--- config.mk ---
export PLATFORM = sky130hd
export DESIGN_NAME = bp_table_ctrl_flat
export DESIGN_NICKNAME = d
export VERILOG_FILES = /design/src/rtl/bp_table_ctrl_if.sv /design/src/rtl/bp_table_ctrl.sv /design/src/flat_wrapper.sv
export SDC_FILE = /design/constraint.sdc
export NUM_CORES = 1
export LEC_CHECK = 0
export ABC_AREA = 1
export CAP_MARGIN = 30
export CORE_MARGIN = 4
export CORE_UTILIZATION = 40
export CTS_CLUSTER_DIAMETER = 100
export CTS_CLUSTER_SIZE = 25
export DETAILED_ROUTE_END_ITERATION = 12
export PLACE_DENSITY = 0.73
export SLEW_MARGIN = 40
export SYNTH_ARGS = -nofsm -noshare
export SYNTH_HDL_FRONTEND = slang
export SYNTH_SLANG_ARGS = --single-unit
--- constraint.sdc ---
create_clock -name clk -period 4.8 [get_ports clk]
set_input_delay 0.72 -clock clk [delete_from_list [all_inputs] [get_ports clk]]
set_output_delay 0.72 -clock clk [all_outputs]
set_load 0.005 [all_outputs]
--- src/rtl/bp_table_ctrl_if.sv ---
// Fetch/execute-facing bus of the branch-predictor table controller.
// The master modport belongs to the fetch/execute side, the slave modport to the controller.
interface bp_table_ctrl_if #(
  parameter int IDX_W = 4,
  parameter int DEPTH = 4
) ();
  logic                       req_valid;
  logic [IDX_W-1:0]           req_idx;
  logic                       req_ready;
  logic                       pred_valid;
  logic                       pred_taken;
  logic                       res_valid;
  logic                       res_taken;
  logic                       mispredict;
  logic                       res_err;
  logic [$clog2(DEPTH):0]     outstanding;
  logic [15:0]                stat_total;
  logic [15:0]                stat_miss;

  modport master (
    output req_valid, req_idx, res_valid, res_taken,
    input  req_ready, pred_valid, pred_taken, mispredict, res_err,
           outstanding, stat_total, stat_miss
  );

  modport slave (
    input  req_valid, req_idx, res_valid, res_taken,
    output req_ready, pred_valid, pred_taken, mispredict, res_err,
           outstanding, stat_total, stat_miss
  );
endinterface

--- src/rtl/bp_table_ctrl.sv ---
// 2-bit saturating branch counter table shared by a lookup port and an in-order resolve port.
// Optional statistics counters are built only when BP_STATS_EN is defined.
module bp_table_ctrl #(
  parameter int         IDX_W    = 4,
  parameter int         DEPTH    = 4,
  parameter logic [1:0] CNT_INIT = 2'b01
) (
  input  logic           clk,
  input  logic           rst,
  bp_table_ctrl_if.slave bus
);
  localparam int ENTRIES = 2 ** IDX_W;
  localparam int PTR_W   = $clog2(DEPTH);
  localparam int OCC_W   = PTR_W + 1;

  typedef enum logic {ST_INIT, ST_RUN} state_e;

  state_e             state_q, state_d;
  logic [IDX_W-1:0]   ptr_q, ptr_d;
  logic [1:0]         tbl_q [ENTRIES];
  logic [IDX_W-1:0]   fifo_idx_q  [DEPTH];
  logic               fifo_pred_q [DEPTH];
  logic [PTR_W-1:0]   wr_ptr_q, rd_ptr_q;
  logic [OCC_W-1:0]   occ_q, occ_d;
  logic               pred_valid_q, pred_taken_q, mispredict_q, res_err_q;

  logic               run, req_ready, push, pop, err_set;
  logic [IDX_W-1:0]   head_idx;
  logic               head_pred, lookup_pred;
  logic               tbl_we;
  logic [IDX_W-1:0]   tbl_wa;
  logic [1:0]         tbl_wd;

  function automatic logic [1:0] sat_update(input logic [1:0] cnt, input logic up);
    logic [1:0] res;
    res = cnt;
    if (up && cnt != 2'b11)       res = cnt + 2'b01;
    else if (!up && cnt != 2'b00) res = cnt - 2'b01;
    return res;
  endfunction

  assign run         = (state_q == ST_RUN);
  assign req_ready   = run && (occ_q < OCC_W'(DEPTH));
  assign push        = bus.req_valid && req_ready;
  assign pop         = run && bus.res_valid && (occ_q != '0);
  assign err_set     = run && bus.res_valid && (occ_q == '0);
  assign head_idx    = fifo_idx_q[rd_ptr_q];
  assign head_pred   = fifo_pred_q[rd_ptr_q];
  assign lookup_pred = tbl_q[bus.req_idx][1];

  // The INIT walk and resolve training share the single table write port.
  always_comb begin
    state_d = state_q;
    ptr_d   = ptr_q;
    tbl_we  = 1'b0;
    tbl_wa  = '0;
    tbl_wd  = '0;
    case (state_q)
      ST_INIT: begin
        tbl_we = 1'b1;
        tbl_wa = ptr_q;
        tbl_wd = CNT_INIT;
        ptr_d  = ptr_q + 1'b1;
        if (&ptr_q) state_d = ST_RUN;
      end
      ST_RUN: begin
        if (pop) begin
          tbl_we = 1'b1;
          tbl_wa = head_idx;
          tbl_wd = sat_update(tbl_q[head_idx], bus.res_taken);
        end
      end
      default: state_d = ST_INIT;
    endcase
  end

  always_comb begin
    occ_d = occ_q;
    case ({push, pop})
      2'b10:   occ_d = occ_q + 1'b1;
      2'b01:   occ_d = occ_q - 1'b1;
      default: occ_d = occ_q;
    endcase
  end

  always_ff @(posedge clk) begin
    if (rst) begin
      state_q      <= ST_INIT;
      ptr_q        <= '0;
      wr_ptr_q     <= '0;
      rd_ptr_q     <= '0;
      occ_q        <= '0;
      pred_valid_q <= 1'b0;
      pred_taken_q <= 1'b0;
      mispredict_q <= 1'b0;
      res_err_q    <= 1'b0;
    end else begin
      state_q      <= state_d;
      ptr_q        <= ptr_d;
      occ_q        <= occ_d;
      pred_valid_q <= push;
      pred_taken_q <= push ? lookup_pred : 1'b0;
      mispredict_q <= pop && (bus.res_taken != head_pred);
      if (push)    wr_ptr_q  <= wr_ptr_q + 1'b1;
      if (pop)     rd_ptr_q  <= rd_ptr_q + 1'b1;
      if (err_set) res_err_q <= 1'b1;
    end
  end

  // Table and FIFO payload carry no reset; the INIT walk defines the table contents.
  always_ff @(posedge clk) begin
    if (tbl_we && !rst) tbl_q[tbl_wa] <= tbl_wd;
    if (push && !rst) begin
      fifo_idx_q[wr_ptr_q]  <= bus.req_idx;
      fifo_pred_q[wr_ptr_q] <= lookup_pred;
    end
  end

  assign bus.req_ready   = req_ready;
  assign bus.pred_valid  = pred_valid_q;
  assign bus.pred_taken  = pred_taken_q;
  assign bus.mispredict  = mispredict_q;
  assign bus.res_err     = res_err_q;
  assign bus.outstanding = occ_q;

`ifdef BP_STATS_EN
  logic [15:0] stat_total_q, stat_miss_q;

  function automatic logic [15:0] sat_inc(input logic [15:0] v);
    return (v == 16'hFFFF) ? v : v + 16'd1;
  endfunction

  always_ff @(posedge clk) begin
    if (rst) begin
      stat_total_q <= '0;
      stat_miss_q  <= '0;
    end else if (pop) begin
      stat_total_q <= sat_inc(stat_total_q);
      if (bus.res_taken != head_pred) stat_miss_q <= sat_inc(stat_miss_q);
    end
  end

  assign bus.stat_total = stat_total_q;
  assign bus.stat_miss  = stat_miss_q;
`else
  assign bus.stat_total = 16'd0;
  assign bus.stat_miss  = 16'd0;
`endif
endmodule

--- src/flat_wrapper.sv ---
// flat-port wrapper written by rule: the top's interface ports become plain ports
module bp_table_ctrl_flat 
#(
  parameter int         IDX_W    = 4,
  parameter int         DEPTH    = 4,
  parameter logic [1:0] CNT_INIT = 2'b01
)
  (clk, rst, bus_req_valid, bus_req_idx, bus_res_valid, bus_res_taken, bus_req_ready, bus_pred_valid, bus_pred_taken, bus_mispredict, bus_res_err, bus_outstanding, bus_stat_total, bus_stat_miss);
  bp_table_ctrl_if #(.IDX_W(IDX_W), .DEPTH(DEPTH)) bus_i ();
  input  logic clk;
  input  logic rst;
  input wire logic [$bits(bus_i.req_valid)-1:0] bus_req_valid;
  input wire logic [$bits(bus_i.req_idx)-1:0] bus_req_idx;
  input wire logic [$bits(bus_i.res_valid)-1:0] bus_res_valid;
  input wire logic [$bits(bus_i.res_taken)-1:0] bus_res_taken;
  output wire logic [$bits(bus_i.req_ready)-1:0] bus_req_ready;
  output wire logic [$bits(bus_i.pred_valid)-1:0] bus_pred_valid;
  output wire logic [$bits(bus_i.pred_taken)-1:0] bus_pred_taken;
  output wire logic [$bits(bus_i.mispredict)-1:0] bus_mispredict;
  output wire logic [$bits(bus_i.res_err)-1:0] bus_res_err;
  output wire logic [$bits(bus_i.outstanding)-1:0] bus_outstanding;
  output wire logic [$bits(bus_i.stat_total)-1:0] bus_stat_total;
  output wire logic [$bits(bus_i.stat_miss)-1:0] bus_stat_miss;
  assign bus_i.req_valid = bus_req_valid;
  assign bus_i.req_idx = bus_req_idx;
  assign bus_i.res_valid = bus_res_valid;
  assign bus_i.res_taken = bus_res_taken;
  assign bus_req_ready = bus_i.req_ready;
  assign bus_pred_valid = bus_i.pred_valid;
  assign bus_pred_taken = bus_i.pred_taken;
  assign bus_mispredict = bus_i.mispredict;
  assign bus_res_err = bus_i.res_err;
  assign bus_outstanding = bus_i.outstanding;
  assign bus_stat_total = bus_i.stat_total;
  assign bus_stat_miss = bus_i.stat_miss;
  bp_table_ctrl #(.IDX_W(IDX_W), .DEPTH(DEPTH), .CNT_INIT(CNT_INIT)) u_core (.clk(clk), .rst(rst), .bus(bus_i));
endmodule
---- Yosys cells after proc, flatten, opt, wreduce, memory -nomap -nowiden ----
Memories as Yosys holds them, arrays and structs flattened. A register that Yosys moved wholly into a read port is not among the register bits.
Index checks and enable logic that the tools add are counted.
storage, ports and cells
  register bits ........................... 16
  latch bits .............................. 0
  bits in writable memories ............... 52
  bits in read-only memories .............. 0
  output and inout bits ................... 40
  memories kept ........................... 3
memory list
  memory              words  width  read ports  clocked after memory_dff  wr ports  RTL line             RTL
  u_core.tbl_q        16     2      2           0                         1         bp_table_ctrl.sv:20  logic [1:0] tbl_q [ENTRIES];
  u_core.fifo_idx_q   4      4      1           1                         1         bp_table_ctrl.sv:21  logic [IDX_W-1:0] fifo_idx_q [DEPTH];
  u_core.fifo_pred_q  4      1      1           1                         1         bp_table_ctrl.sv:22  logic fifo_pred_q [DEPTH];
operators by class
  add/subtract/negate cells ............... 7
  multiply operators ...................... 0
  div/mod/pow operators ................... 0
  order comparisons ....................... 1
  equality and inequality tests ........... 4
  shift operators ......................... 0
  multiplexer cells ....................... 19
  bitwise gates (word level) .............. 2
  reduce and logical (&&, ||, !) cells .... 18
operators with widths
  kind                                                                count
  2-bit two-way mux                                                   7
  1-bit logical AND                                                   10
  4-bit case mux with 2 select lines                                  1
  1-bit two-way mux                                                   7
  2-bit by 1-bit adder with 2-bit output, second input constant       3
  3-bit case mux with 2 select lines                                  1
  4-bit by 1-bit adder with 4-bit output, second input constant       1
  4-bit two-way mux                                                   1
  2-bit case mux with 2 select lines                                  1
  4-bit AND reduction                                                 1
  2-bit nonzero test                                                  2
  3-bit by 1-bit adder with 3-bit output, second input constant       1
  3-bit logical NOT                                                   1
  3-bit < comparator, second input constant                           1
  3-bit nonzero test                                                  1
  3-bit by 1-bit subtractor with 3-bit output, second input constant  1
  2-bit by 1-bit == test with 1-bit output, second input constant     1
  2-bit == test, second input constant                                1
  1-bit logical NOT                                                   2
  2-bit inequality test, second input constant                        1
  1-bit inverter                                                      2
  1-bit case mux with 2 select lines                                  1
  2-bit OR reduction                                                  1
  2-bit by 1-bit subtractor with 2-bit output, second input constant  1
  1-bit inequality test                                               1

---- Longest topological paths before layout ----
Gate-level depths: netlist (run 1).
  depth after elaboration ................. 7
  mapped depth ............................ 18
  gate-level depth less buffers ........... 17

---- Worst setup path before layout (run 1) ----
OpenSTA, ideal clock, no wires.
  path type ............................... register to register
  start ................................... register with a tool-made name
  end ..................................... memory u_core.tbl_q[0][1] (data pin)
  arrival time ............................ 2.068 ns
  data required time ...................... 4.577 ns
  path slack .............................. 2.509 ns
  cell stages (with the launch flop) ...... 18
  path buffers ............................ 2
  path through ............................ dfxtp_1 buf_6 nand2_2 nand3_4 nand2_4 buf_8 nand2_2 nand3_2 nand3_1 nand3_1 nand2_2 inv_1 ha_1 nor2_1 inv_1 o22ai_1 a21oi_2 nor2_2
RTL lines
  what              RTL line
  end: declaration  bp_table_ctrl.sv:20

==> results of run 1 <==
## layout make-up
type,instances,area (um2),share of cell area [%]
sequential,70,1920,49.4
multi-input combinational,250,1310,33.8
inverter,48,180,4.63
timing repair buffer,16,160,4.11
tap,108,135,3.47
clock buffer,9,124,3.18
clock inverter,7,57.6,1.48
## cells in the final DEF, fill, tap and decap left out, types with 2 or more instances in the layout
cell type        netlist  layout
nand3_1               51      51
nor3b_1                5       5
nand3_4                2       2
o221ai_1               2       2
a21oi_1               16      16
clkinvlp_4             0       3
inv_1                 44      44
nor3_1                 3       3
nand3b_1               2       2
nand2_1               48      48
ha_1                   8       8
nand2_2                9       9
inv_6                  0       2
edfxtp_1              52      52
dfxtp_1               18      18
a211oi_1               3       3
nand2_4                2       2
nor2_1                38      38
clkinv_4               0       2
inv_2                  4       4
conb_1                 1      32
o21ai_0               12      12
clkdlybuf4s50_1        0      16
nand3_2                2       2
o22ai_1                4       4
clkbuf_8               0       9
## state kept, by name, summed over array words and instances, names as in the netlist, named ones only
register / flops
u_core.bus.pred_valid: 1
u_core.bus.res_err: 1
u_core.bus.mispredict: 1
u_core.rd_ptr_q: 2
u_core.bus.outstanding: 3
u_core.wr_ptr_q: 2
u_core.bus.pred_taken: 1
u_core.run: 1
u_core.ptr_q: 4
u_core.tbl_q: 32
u_core.fifo_pred_q: 4
u_core.fifo_idx_q: 16
## report_power, final
group | switching [uW] | internal [uW] | leakage [uW]
clock network | 241 | 192 | 0.0000824
logic | 36.0 | 15.8 | 0.000766
registers | 2.24 | 649 | 0.000623
## stage by stage
step / cells / hold slack (ps)
final: 508 / 507
after global routing: 508 / 528
after CTS: 508 / 505
after detailed placement: 492 / 485
after global placement: 492 / 466
after floorplan: 408 / 469
## cells by family (layout without fill, tap and decap cells)
kind of cell               after synthesis  after routing
xor gates and xnor gates                 1              1
buffers and inverters                   88             80
AOI/OAI and AO/OA                       44             44
DFF                                     70             70
other                                    1             32
adders and majority gates                9              9
and+or+nand+nor                        164            164
## worst paths after layout
| kind | from | to | slack [ps] | cells past startpoint |
|---|---|---|---|---|
| max | flip-flop | u_core.tbl_q[3][1] | 1720 | 15 |
| min | u_core.bus.res_err | u_core.bus.res_err | 510 | 1 |
| max reg2reg | flip-flop | u_core.tbl_q[3][1] | 1720 | 15 |
| min reg2reg | u_core.bus.res_err | u_core.bus.res_err | 510 | 1 |
## layer usage
metal / vias to the layer above / part of all wire [%]
met5: - / 0
met4: 0 / 1.7
met3: 12 / 7.9
met2: 114 / 49
met1: 1189 / 41
li1: 1235 / -
## critical path, stage by stage, from the launching register on
cell,delay (ps)
dfxtp_1,560
inv_2,160
nand2_1,140
nand3_4,200
nand2_4,260
nand2_1,100
nand3_1,90
nand3_1,90
nand3_1,120
nand2_2,90
ha_1,200
nor2_1,130
inv_1,80
o22ai_1,140
a21oi_2,50
nor2_2,390
==> flow_summary.json, run 1 <==
{
  "status": "complete, no violations",
  "setup.worst_path.end_class": "flip-flop",
  "n_fill_cell": 808,
  "drive_above_1_share_pct": 9.75,
  "fp-row-count": 34,
  "htreeDepth": 3,
  "routed_wirelength_um": 7050,
  "crit_required_ps": 4870,
  "synth_simple_gate_area_share_pct": 22.0,
  "synth.distinct_cells": 36,
  "die_w_um": 103,
  "cp-start-kind": "flip-flop",
  "grt_start_max_net_pins": 21,
  "power.density_nw_per_um2": 292,
  "stdcell_area_um2": 3890,
  "first_iter_violations": 280,
  "start_util_pct": 41.1,
  "cap_viol_max_count": 0,
  "worstSetupPathType": "reg -> reg",
  "final_util_pct": 44.4,
  "leakagePower_uw": 0.00147,
  "synth-async-reset-ratio_pct": 0,
  "die_y_um": 103,
  "worstMarginPinSlew_ps": 598,
  "crit_fanout": 17,
  "synth_edf_count": 52,
  "hp-class": "reg -> reg",
  "synthXorXnorAreaFrac_pct": 0.243,
  "vias_per_cell": 5.02,
  "period_share_pct": 64.2,
  "pre_cts_ws_ps": 1800,
  "clock-skew-final_ps": 11.1,
  "postSynthAreaPerCell_um2": 9.56,
  "tritoncts": "done",
  "grt.overflow.total": 0,
  "dr.pass1.iters": 5,
  "syn-cell-area_um2": 3600,
  "cts_setup_buffers": 0,
  "cts.clk_slew.worst_paths_ps": 80,
  "synth_cells": 377,
  "rsz0062_at_grt": "false",
  "clock_path_buffers": 2,
  "via_count": 2550,
  "diodes": 0,
  "layout.nets": 413,
  "ys_ff_latch": 70,
  "netlist_top_cells_count": "edfxtp_1, nand3_1, nand2_1, inv_1, nor2_1",
  "drcViolationCount": 0,
  "wire_per_inst_um": 13.9,
  "grt_pass1_wl_um": 11400,
  "synth_area_leaders": "edfxtp_1, dfxtp_1, nand3_1, buf_4, nand2_1",
  "synthAdderAreaFrac_pct": 3.33,
  "synth_top_area_cell": "edfxtp_1",
  "min_period_ps": 3080,
  "io_pins": 49,
  "die_area_um2": 10600,
  "clk-insertion-delay-late_ps": 340,
  "synth_top_family_by_area": "simple AND/OR/NAND/NOR gates",
  "antenna_left": 0,
  "slew_headroom_pct": 60.0,
  "synth.mux.area_fraction_pct": 0,
  "setup_viol": 0,
  "power.total_uw": 1140,
  "hold_viol": 0,
  "yosysSeqAreaShare_pct": 53.3,
  "io_buffers": 16,
  "root_buffer": "clkbuf_8",
  "setup_tns_ps": 0,
  "grt_most_used_layer": "met2",
  "grt_pass1_vias": 2366,
  "track_usage_pct": 14.2,
  "cts_sinks": 70,
  "worst_slack_ps": 1720,
  "numCtsBuffers": 9,
  "finalMaxSlewViolations": 0,
  "antenna_found_initial": 0,
  "ir_worst_vdd_uv": 126,
  "synth_compound_area_share_pct": 7.57,
  "dp_hpwl_um": 5140,
  "area_growth_pct": 8.02,
  "synth_ff_type": "edfxtp_1",
  "grt_use_met1_pct": 18.1,
  "yosysMostFrequentCell": "edfxtp_1",
  "dpl-instance-area_um2": 3710,
  "core_area_um2": 8760,
  "grtUsageMet2_pct": 22.7,
  "clock.fmax_mhz": 324,
  "place_congestion": 0.827,
  "synth_warnings": 0,
  "worstPathArrival_ps": 3150,
  "synth.top_cell.area_share_pct": 43.3,
  "ctsHoldBuffers": 0,
  "grt_util_met3_pct": 3.32,
  "ctsResizeCount": 0
}
(Power assumes the default switching activity.)
==> run 2, diff against run 1 <==
==> constraint.sdc (replaced) <==
create_clock -name clk -period 3.05 [get_ports clk]
set_input_delay 0.4575 -clock clk [delete_from_list [all_inputs] [get_ports clk]]
set_output_delay 0.4575 -clock clk [all_outputs]
set_load 0.005 [all_outputs]
==> run 2 against run 1 <==
Sequential power up 57%. Non-clock buffer count increased by 2. Worst hold slack got worse by 5.1 ps. Largest cell class unchanged. Largest power group unchanged.
==> flow_summary.json, run 2 (same netlist as run 1, synthesis figures left out) <==
{
  "status": "complete, no violations",
  "die_y_um": 103,
  "place_congestion": 0.837,
  "track_usage_pct": 13.8,
  "core_area_um2": 8760,
  "wire_per_inst_um": 13.5,
  "vias_per_cell": 4.93,
  "io_pins": 49,
  "grt_util_met3_pct": 4.47,
  "numCtsBuffers": 9,
  "cts_sinks": 70,
  "path_cells": "inv_2, nand2_1, nand3_4, nand2_4, nand2_1, nand3_1, nand3_1, nand3_1, nand2_2, inv_1, ha_1, o31ai_1, nor2_4",
  "final_common_cell": "edfxtp_1",
  "clock.fmax_mhz": 373,
  "crit_required_ps": 3120,
  "min_period_ps": 2680,
  "critPathMaxStageDelay_ps": 410,
  "crit_family": "simple AND/OR/NAND/NOR gates",
  "setup_viol": 0,
  "hp-class": "reg -> reg",
  "antenna_left": 0,
  "die_w_um": 103,
  "setup.worst_path.end_class": "flip-flop",
  "grt_most_used_layer": "met2",
  "crit_fanout": 17,
  "clock-skew-final_ps": 6.74,
  "largest_reg_flops": 32,
  "first_iter_violations": 169,
  "ir_worst_vdd_uv": 200,
  "cp-start-kind": "flip-flop",
  "area_growth_pct": 10.0,
  "cts.clk_slew.worst_paths_ps": 80,
  "finalMaxSlewViolations": 0,
  "period_share_pct": 88.0,
  "pre_cts_ws_ps": 265,
  "crit_top_cell": "nand3_1",
  "cap_viol_max_count": 0,
  "p_comb_share_pct": 4.2,
  "die_area_um2": 10600,
  "sw_frac_of_total_pct": 21.6,
  "fp-row-count": 34,
  "worstMarginPinSlew_ps": 593,
  "layout.nets": 415,
  "drcViolationCount": 0,
  "hold_path.startpoint": "u_core.ptr_q[3]",
  "clk-insertion-delay-late_ps": 350,
  "diodes": 0,
  "grt_pass1_vias": 2339,
  "worstPathArrival_ps": 2760,
  "dp_hpwl_um": 5070,
  "ctsHoldBuffers": 0,
  "layout_common_cells": "edfxtp_1, nand3_1, nand2_1",
  "grt.overflow.total": 0,
  "reg2reg_setup_slack_ps": 370,
  "grtUsageMet2_pct": 22.4,
  "grt_pass1_wl_um": 11100,
  "clockPowerShare_pct": 43.5,
  "grt_start_max_net_pins": 21,
  "start_util_pct": 41.1,
  "p_int_uw": 1540,
  "worstSetupPathType": "reg -> reg",
  "drive_above_1_share_pct": 10.4,
  "leakagePower_uw": 0.00151,
  "via_count": 2516,
  "routed_wirelength_um": 6890,
  "root_buffer": "clkbuf_8",
  "slowest_stage": "dfxtp_1",
  "rsz0062_at_grt": "false",
  "worst-path-buf-inv": 2,
  "grt_use_met1_pct": 16.8,
  "antenna_found_initial": 0,
  "power.density_nw_per_um2": 494,
  "p_sw_uw": 424,
  "io_buffers": 16,
  "worst_slack_ps": 367,
  "dr.pass1.iters": 4,
  "p_seq_share_pct": 52.3,
  "htreeDepth": 3,
  "reg.largest.list": "u_core.tbl_q x32, u_core.fifo_idx_q x16",
  "tritoncts": "done",
  "regMostFlops": "u_core.tbl_q",
  "slew_headroom_pct": 60.3,
  "setup_tns_ps": 0,
  "clock_path_buffers": 2,
  "hold_viol": 0
}
-- run 2: cell types whose count changed in the layout (fill, tap and decap cells not counted), sizes merged --
| cell | before | now |
|---|---|---|
| clkinvlp | 3 | 1 |
| buf | 0 | 2 |
| inv | 50 | 49 |
| clkbuf | 9 | 10 |
| bufinv | 0 | 2 |
-- run 2: area by class of cell --
| cell class | instances | area, um2 |
|---|---|---|
| clock inverters | 6 | 93.8 |
| inverters | 48 | 180 |
| fillers | 801 | 4800 |
| well taps | 108 | 135 |
| clock buffers | 10 | 138 |
| flip-flops and latches | 70 | 1920 |
| multi-input cells | 250 | 1320 |
| repair buffers | 18 | 175 |
-- run 2: worst register-to-register path: cells and delay by family (launching register included) --
kind | cells | cell delay, ps
AND/OR/NAND/NOR | 9 | 1190
flip-flops | 1 | 410
AO/OA/AOI/OAI | 1 | 400
adder cells (fa/ha/maj) | 1 | 240
buffers and inverters | 2 | 180
-- run 2: worst paths after layout --
path / end / cells past startpoint
worst max-delay path: u_core.tbl_q[1][1] / 13
worst min-delay path: u_core.run / 2
worst max register to register: u_core.tbl_q[1][1] / 13
worst min register to register: u_core.run / 2
-- run 2: power groups by stage --
stage / clock, uW / sequential, uW / combinational [uW]
global route: 903 / 1030 / 96.3
floorplan: 0 / 1050 / 81.4
detailed placement: 0 / 1050 / 80.3
finish: 851 / 1020 / 82.5
CTS: 863 / 1020 / 81.0
global placement: 0 / 1050 / 78.1
-- run 2: per-stage QoR --
step | util, % | instances | power (uW) | area [um2] | hold WS [ps]
floorplan | - | 408 | 1130 | 3720 | 469
global placement | 42.5 | 494 | 1120 | 3730 | 468
detailed placement | 42.5 | 494 | 1130 | 3730 | 490
CTS | 45.2 | 510 | 1970 | 3960 | 504
global route | 45.2 | 510 | 2020 | 3970 | 524
finish | 45.2 | 510 | 1960 | 3970 | 502
-- run 2: repair_timing --
action | CTS | global route
buffers inserted | 0 | 0
endpoints found under the setup margin | 0 | 32
resized for setup | 0 | 2
-- run 2: metal layers --
layer	wire (um)	part of all wire (%)
met1	2970	43
met2	3230	47
met3	556	8.1
met4	138	2.0
met5	0	0
